===== config.mk =====
export PLATFORM = sky130hd
export DESIGN_NAME = card_hand_dealer
export DESIGN_NICKNAME = d
export VERILOG_FILES = /design/src/rtl/card_hand_dealer.sv
export SDC_FILE = /design/constraint.sdc
export NUM_CORES = 1
export LEC_CHECK = 0
export ABC_AREA = 1
export CELL_PAD_IN_SITES_DETAIL_PLACEMENT = 1
export CELL_PAD_IN_SITES_GLOBAL_PLACEMENT = 2
export CORE_AREA = 2 2 70 65
export CTS_CLUSTER_SIZE = 40
export DETAILED_ROUTE_END_ITERATION = 16
export DIE_AREA = 0 0 72 67
export DONT_BUFFER_PORTS = 1
export GPL_ROUTABILITY_DRIVEN = 0
export PLACE_DENSITY = 0.87
export SETUP_SLACK_MARGIN = 0.3
export SKIP_LAST_GASP = 1
export SYNTH_ARGS = -nofsm -noshare
export SYNTH_HDL_FRONTEND = slang
export SYNTH_SLANG_ARGS = --single-unit

===== constraint.sdc =====
create_clock -name clk -period 3 [get_ports clk]
set_input_delay 0.15 -clock clk [delete_from_list [all_inputs] [get_ports clk]]
set_output_delay 0.15 -clock clk [all_outputs]
set_load 0.01 [all_outputs]

===== src/rtl/card_hand_dealer.sv =====
// card_hand_dealer
//
// Upstream stage of the per-card 7-segment decoders in the baccarat
// datapath. A free-running 1..13 counter advances every clock, so the card
// you get depends on when the deal key is pressed. Each accepted deal
// latches the counter into the next free slot of a 3-card hand. The block
// also keeps a registered baccarat score (sum of pip values mod 10).
//
// Ports
//   clk       in   system clock, rising-edge active
//   rst       in   synchronous active-high reset (overrides deal/clear)
//   deal      in   deal request, level-sensitive: each high cycle is a request
//   clear     in   empty the hand (priority over deal)
//   card1..3  out  slot card codes, 0 = empty, 1..13 = A..K
//   count     out  occupied slots 0..3
//   full      out  count == 3
//   deal_ack  out  one-cycle pulse the cycle after an accepted deal
//   score     out  hand value mod 10
//
// Handshake: deal has no ready; a request is accepted on a rising edge
// where deal=1, clear=0, rst=0 and count<3. deal_ack=1 in exactly the
// following cycle for each accepted request; dropped requests
// (hand full, clear, reset) never produce deal_ack.
//
// All outputs are registered; no combinational input-to-output path.

module card_hand_dealer #(
  parameter int CARD_MIN = 1,
  parameter int CARD_MAX = 13
) (
  input  logic       clk,
  input  logic       rst,
  input  logic       deal,
  input  logic       clear,
  output logic [3:0] card1,
  output logic [3:0] card2,
  output logic [3:0] card3,
  output logic [1:0] count,
  output logic       full,
  output logic       deal_ack,
  output logic [3:0] score
);

  localparam logic [3:0] CMIN = 4'(CARD_MIN);
  localparam logic [3:0] CMAX = 4'(CARD_MAX);

  logic [3:0] counter;
  logic       accept;
  logic [4:0] raw_sum;
  logic [3:0] score_next;

  // Baccarat pip value: tens and face cards (and empty slots) count zero.
  function automatic logic [4:0] pip(input logic [3:0] c);
    return (c <= 4'd9) ? {1'b0, c} : 5'd0;
  endfunction

  assign accept = deal && !clear && (count != 2'd3);

  // Raw sum is at most 27, so one conditional subtraction of 20 or 10
  // brings it into 0..9.
  always_comb begin
    raw_sum    = pip(card1) + pip(card2) + pip(card3);
    score_next = raw_sum[3:0];
    if (raw_sum >= 5'd20)
      score_next = 4'(raw_sum - 5'd20);
    else if (raw_sum >= 5'd10)
      score_next = 4'(raw_sum - 5'd10);
  end

  always_ff @(posedge clk) begin
    if (rst) begin
      counter  <= CMIN;
      card1    <= 4'd0;
      card2    <= 4'd0;
      card3    <= 4'd0;
      count    <= 2'd0;
      full     <= 1'b0;
      deal_ack <= 1'b0;
      score    <= 4'd0;
    end else begin
      // Counter runs regardless of deal/clear.
      counter  <= (counter == CMAX) ? CMIN : counter + 4'd1;
      deal_ack <= accept;
      if (clear) begin
        card1 <= 4'd0;
        card2 <= 4'd0;
        card3 <= 4'd0;
        count <= 2'd0;
        full  <= 1'b0;
        score <= 4'd0;
      end else begin
        // Score follows the card registers with one cycle of latency.
        score <= score_next;
        if (accept) begin
          case (count)
            2'd0:    card1 <= counter;
            2'd1:    card2 <= counter;
            default: card3 <= counter;
          endcase
          count <= count + 2'd1;
          full  <= (count == 2'd2);
        end
      end
    end
  end

endmodule


Yosys cells after proc, flatten, opt, wreduce, memory -nomap -nowiden

Cells that the tools add are included.

Register bits after elaboration: 24
Latch bits: 0
Bits in writable memories: 0
Bits in read-only memories: 0
Input port bits: 4
Output and inout bits: 20
Word-level logic and storage cells: 39
Memories: 0

Add/sub/neg operators: 6
Multiply operators: 0
Divide/modulo/power cells: 0
Order comparisons: 5
Equality and inequality tests: 4
Shift-type cells: 0
Muxes and demuxes: 5
Bitwise operators: 1
Reductions and logical operators: 10

Operator list:

| operator                                               | number |
|---|---|
| two-way mux 4 bit                                      | 5 |
| less-or-equal comparator 4 bit (second input constant) | 3 |
| AND reduction 2 bit                                    | 3 |
| OR reduction 2 bit                                     | 3 |
| adder 4 x 4 -> 5 bit                                   | 1 |
| adder 5 x 4 -> 5 bit                                   | 1 |
| >= comparator 5 x 4 -> 1 bit (second input constant)   | 1 |
| >= comparator 5 bit (second input constant)            | 1 |
| adder 4 x 1 -> 4 bit (second input constant)           | 1 |
| == test 4 bit (second input constant)                  | 1 |
| subtractor 4 x 3 -> 4 bit (second input constant)      | 1 |
| subtractor 4 bit (second input constant)               | 1 |
| adder 2 x 1 -> 2 bit (second input constant)           | 1 |
| == test 2 x 1 -> 1 bit (second input constant)         | 1 |
| == test 2 bit (second input constant)                  | 1 |
| logical AND 1 bit                                      | 2 |
| logical NOT 2 bit                                      | 1 |
| != test 2 bit (second input constant)                  | 1 |
| logical NOT 1 bit                                      | 1 |
| inverter 1 bit                                         | 1 |

Depth between registers and ports, before layout

Depth after elaboration: 7
Depth in mapped cells: 17
Gate-level depth less buffers: 17

Worst setup path after synthesis

Ideal clock, no wire load.

Path type: reg2reg
Start: register card2[1]
End: register score[1]
Setup time: 0.115 ns
Arrival time: 2.709 ns
Data required time: 2.885 ns
Path slack: 0.176 ns
Cell stages (with the launch flop): 15
Path buffers: 0
Period minus slack after synthesis: 2.824 ns
Cells stage by stage: dfxtp_1 o21ai_0 inv_1 nor2_1 fa_1 ha_1 fa_1 inv_1 ha_1 inv_1 nor2_1 o21ai_2 nand3_1 a21oi_1 nor2_1

Cells in the longest elaborated chain, start to end: 7
Elaborated cells on any way between the ends: 10
Classes of those cells: add/sub: 4; order compare: 3; mux: 3

RTL lines:

| what                                                             | line   | RTL |
|---|---|---|
| start, declared                                                  | 36     | `output logic [3:0] card2,` |
| start signal, assigned                                           | 97     | `2'd1: card2 <= counter;` |
| less-or-equal comparator 4 bit                                   | 54     | `return (c <= 4'd9) ? {1'b0, c} : 5'd0;` |
| two-way mux 4 bit *                                              | 54     |  |
| adder 4 x 4 -> 5 bit *                                           | 62     | `raw_sum = pip(card1) + pip(card2) + pip(card3);` |
| adder 5 x 4 -> 5 bit *                                           | 62     |  |
| subtractor 4 bit or >= comparator 5 x 4 -> 1 bit (tied branches) | 67, 66 |  |
| two-way mux 4 bit                                                | 66     | `else if (raw_sum >= 5'd10)` |
| two-way mux 4 bit *                                              | 64     | `if (raw_sum >= 5'd20)` |
| end signal, assigned                                             | 93     | `score <= score_next;` |
| end, declared                                                    | 41     | `output logic [3:0] score` |

Mark *: on every way between the ends. The rest lies on a longest branch, timed or not.
A chain may end at the register's enable or synchronous reset.

Worst setup path in the final report

Start: register card2[1]
End: register score[2]

Same word-level chain as after synthesis.

==> impl_metrics.ini <==
[die]
die-height_um = 67
die_area_um2 = 4820
coreArea_um2 = 4050
die_x_um = 72
row_count = 22
initial_core_util_pct = 34.4
io_pins = 24

[routing]
vias_per_cell = 4.96
wl_per_cell_um = 14.5
drt_wl_total_um = 3590
drt-initial-drc-count = 29
first_pass_iters = 4
drc = 0
drtAntennaViolNets = 0
num_vias = 1224

[setup_path]
end_kind = flop
crit_required_ps = 3170
cp-start-kind = flop
path_max_fanout = 3
cp.arrival_ps = 3000
crit_type = flop to flop

[sta]
fin_crit_sh_pct = 94.4
finalHoldViolCount = 0
fmaxAchievable_mhz = 353
clock_skew_ps = 3.87
rsz0062_at_grt = yes
tightest_slew_ps = 628
max_slew_margin_pct = 58.1
fin_crit_ps = 2830
drv_slew = 0
setup_viol = 0

[synth]
syn-instance-count = 186
ys_ff_latch = 24
yosysSeqAreaShare_pct = 34.6
ys_warn_count = 0
synth_top_area_share_pct = 34.6
syn_avg_cell_area_um2 = 7.47
yosysTopAreaCell = dfxtp_1
synthesis.area_um2 = 1390
synth.net_count = 207
synth_cell_types = 21
ys_top_cells_by_area = dfxtp_1 (35%), ha_1 (11%), inv_1 (10%)

[grt]
grt_pass1_vias = 1318
grt_pass1_wl_um = 6020
grt_remaining_overflow = 0
grt_max_degree = 18
antenna_found_initial = 0
track_usage_pct = 16.2

[power]
p_leak_uw = 0.000796
ir_drop_mv = 0.276
power_uw = 723
power.density_nw_per_um2 = 413

[layout]
area.growth.synth_to_final_pct = 25.9
finalInstanceArea_um2 = 1750
fin_util_pct = 43.3
num_antenna_cells = 0
drive_above_1_share_pct = 28.1
fin_nets = 221
fin_cells = 247

[run]
timing.max_cap.violations = 0

[clock_tree]
clock_path_buffers = 2
root_buffer = clkbuf_8
tritoncts = done
clk_pin_slew_ps = 90
h-tree-depth = 1
clk_latency_ps = 270
clock-sinks = 24
cts_buffers = 3

[place]
dp.cells = 236
io_buffers = 0
hpwlAfterDp_um = 2770
placed_cell_area_um2 = 1490

[worst_hold_path]
hp-class = primary input to flop

[status]
status = completed
## area by class of cell
type / count / area, µm²
sequential: 24 / 500
clock inverter: 1 / 30.0
multi-input combinational: 122 / 888
timing repair buffer: 10 / 78.8
inverter: 39 / 151
clock buffer: 3 / 41.3
fill: 479 / 2300
tap: 48 / 60.1
## layer usage
metal,global-route usage [%],vias to the layer above,routed length [µm]
met5,0,-,0
met4,4.95,0,48
met3,4.69,4,191
met2,29.9,29,1840
met1,17.8,590,1500
li1,-,601,-
## through the flow
step	setup TNS [ps]	worst slack [ps]	hold slack, ps
2_1_floorplan	0	301	329
3_3_place_gp	0	182	422
3_5_place_dp	-6.18	-6.18	446
4_1_cts	0	151	160
5_1_grt	0	40.7	187
6_report	0	168	166
## placed cells by master (no fill, tap or decap), types with 3 or more instances in the layout
master,count
fa_1,3
clkbuf_8,3
ha_1,7
dfxtp_1,18
ha_4,4
o21ai_0,17
nor2_2,5
nand3_2,4
nand3_1,9
nor2_1,22
inv_2,4
inv_1,33
nand2_1,18
a21oi_1,11
dfxtp_4,5
buf_4,9
nand2_2,6
## cell families after synthesis
kind of cell | Yosys count | share of synthesized area, %
buffers and inverters | 40 | 10.9
and+or+nand+nor | 70 | 23.1
DFF | 24 | 34.6
AOI/OAI and AO/OA | 33 | 12.2
xor gates and xnor gates | 2 | 1.26
adders and majority gates | 17 | 18.0
## synthesized netlist by cell type
cell type / count
fa_1: 5
nand2_1: 19
a21oi_1: 12
nand2_2: 5
inv_1: 38
o21ai_0: 20
xnor2_1: 1
nand3b_1: 1
ha_1: 12
xor2_1: 1
dfxtp_1: 24
nand3_1: 12
nor3b_1: 1
and2_1: 1
nor2_1: 28
nor3_4: 1
o21ai_2: 1
clkbuf_2: 1
inv_2: 1
nor2_2: 1
nand3_2: 1
## what timing repair did
action	4_1_cts	5_1_grt
gates resized for setup	20	18
cloned	0	0
setup endpoints to repair	3	3
buffers inserted	6	1
hold buffers	0	0
pin swaps	11	6
## sequential cells by signal, summed over array words and instances, names as in the netlist
signal	flops
card1	4
card3	4
counter	4
count	2
full	1
card2	4
deal_ack	1
score	4
## where the power goes
group          total [µW]  internal, µW  switching (µW)
Sequential            345           327            18.0
Clock                 282           178             103
Combinational        96.1          38.6            57.5
## final timing paths
| kind | start | to | slack, ps | cells past startpoint |
|---|---|---|---|---|
| setup / recovery | card2[1] | score[2] | 170 | 16 |
| hold / removal | rst | counter[1] | 170 | 3 |
| setup reg to reg | card2[1] | score[2] | 170 | 16 |
| hold reg to reg | counter[0] | counter[0] | 510 | 1 |
## critical path: stages, from the launching register on
cell     delay [ps]
dfxtp_4         380
o21ai_4         160
inv_2            70
nor2_4           90
fa_1            420
ha_2            200
fa_2            560
inv_4            50
ha_4            150
inv_2            50
nor2_2           40
o21ai_2         160
nand3_2         120
nand2_1          80
nand3_1          70
nand2_1          80
inv_1            40
(Power assumes the default switching activity.)
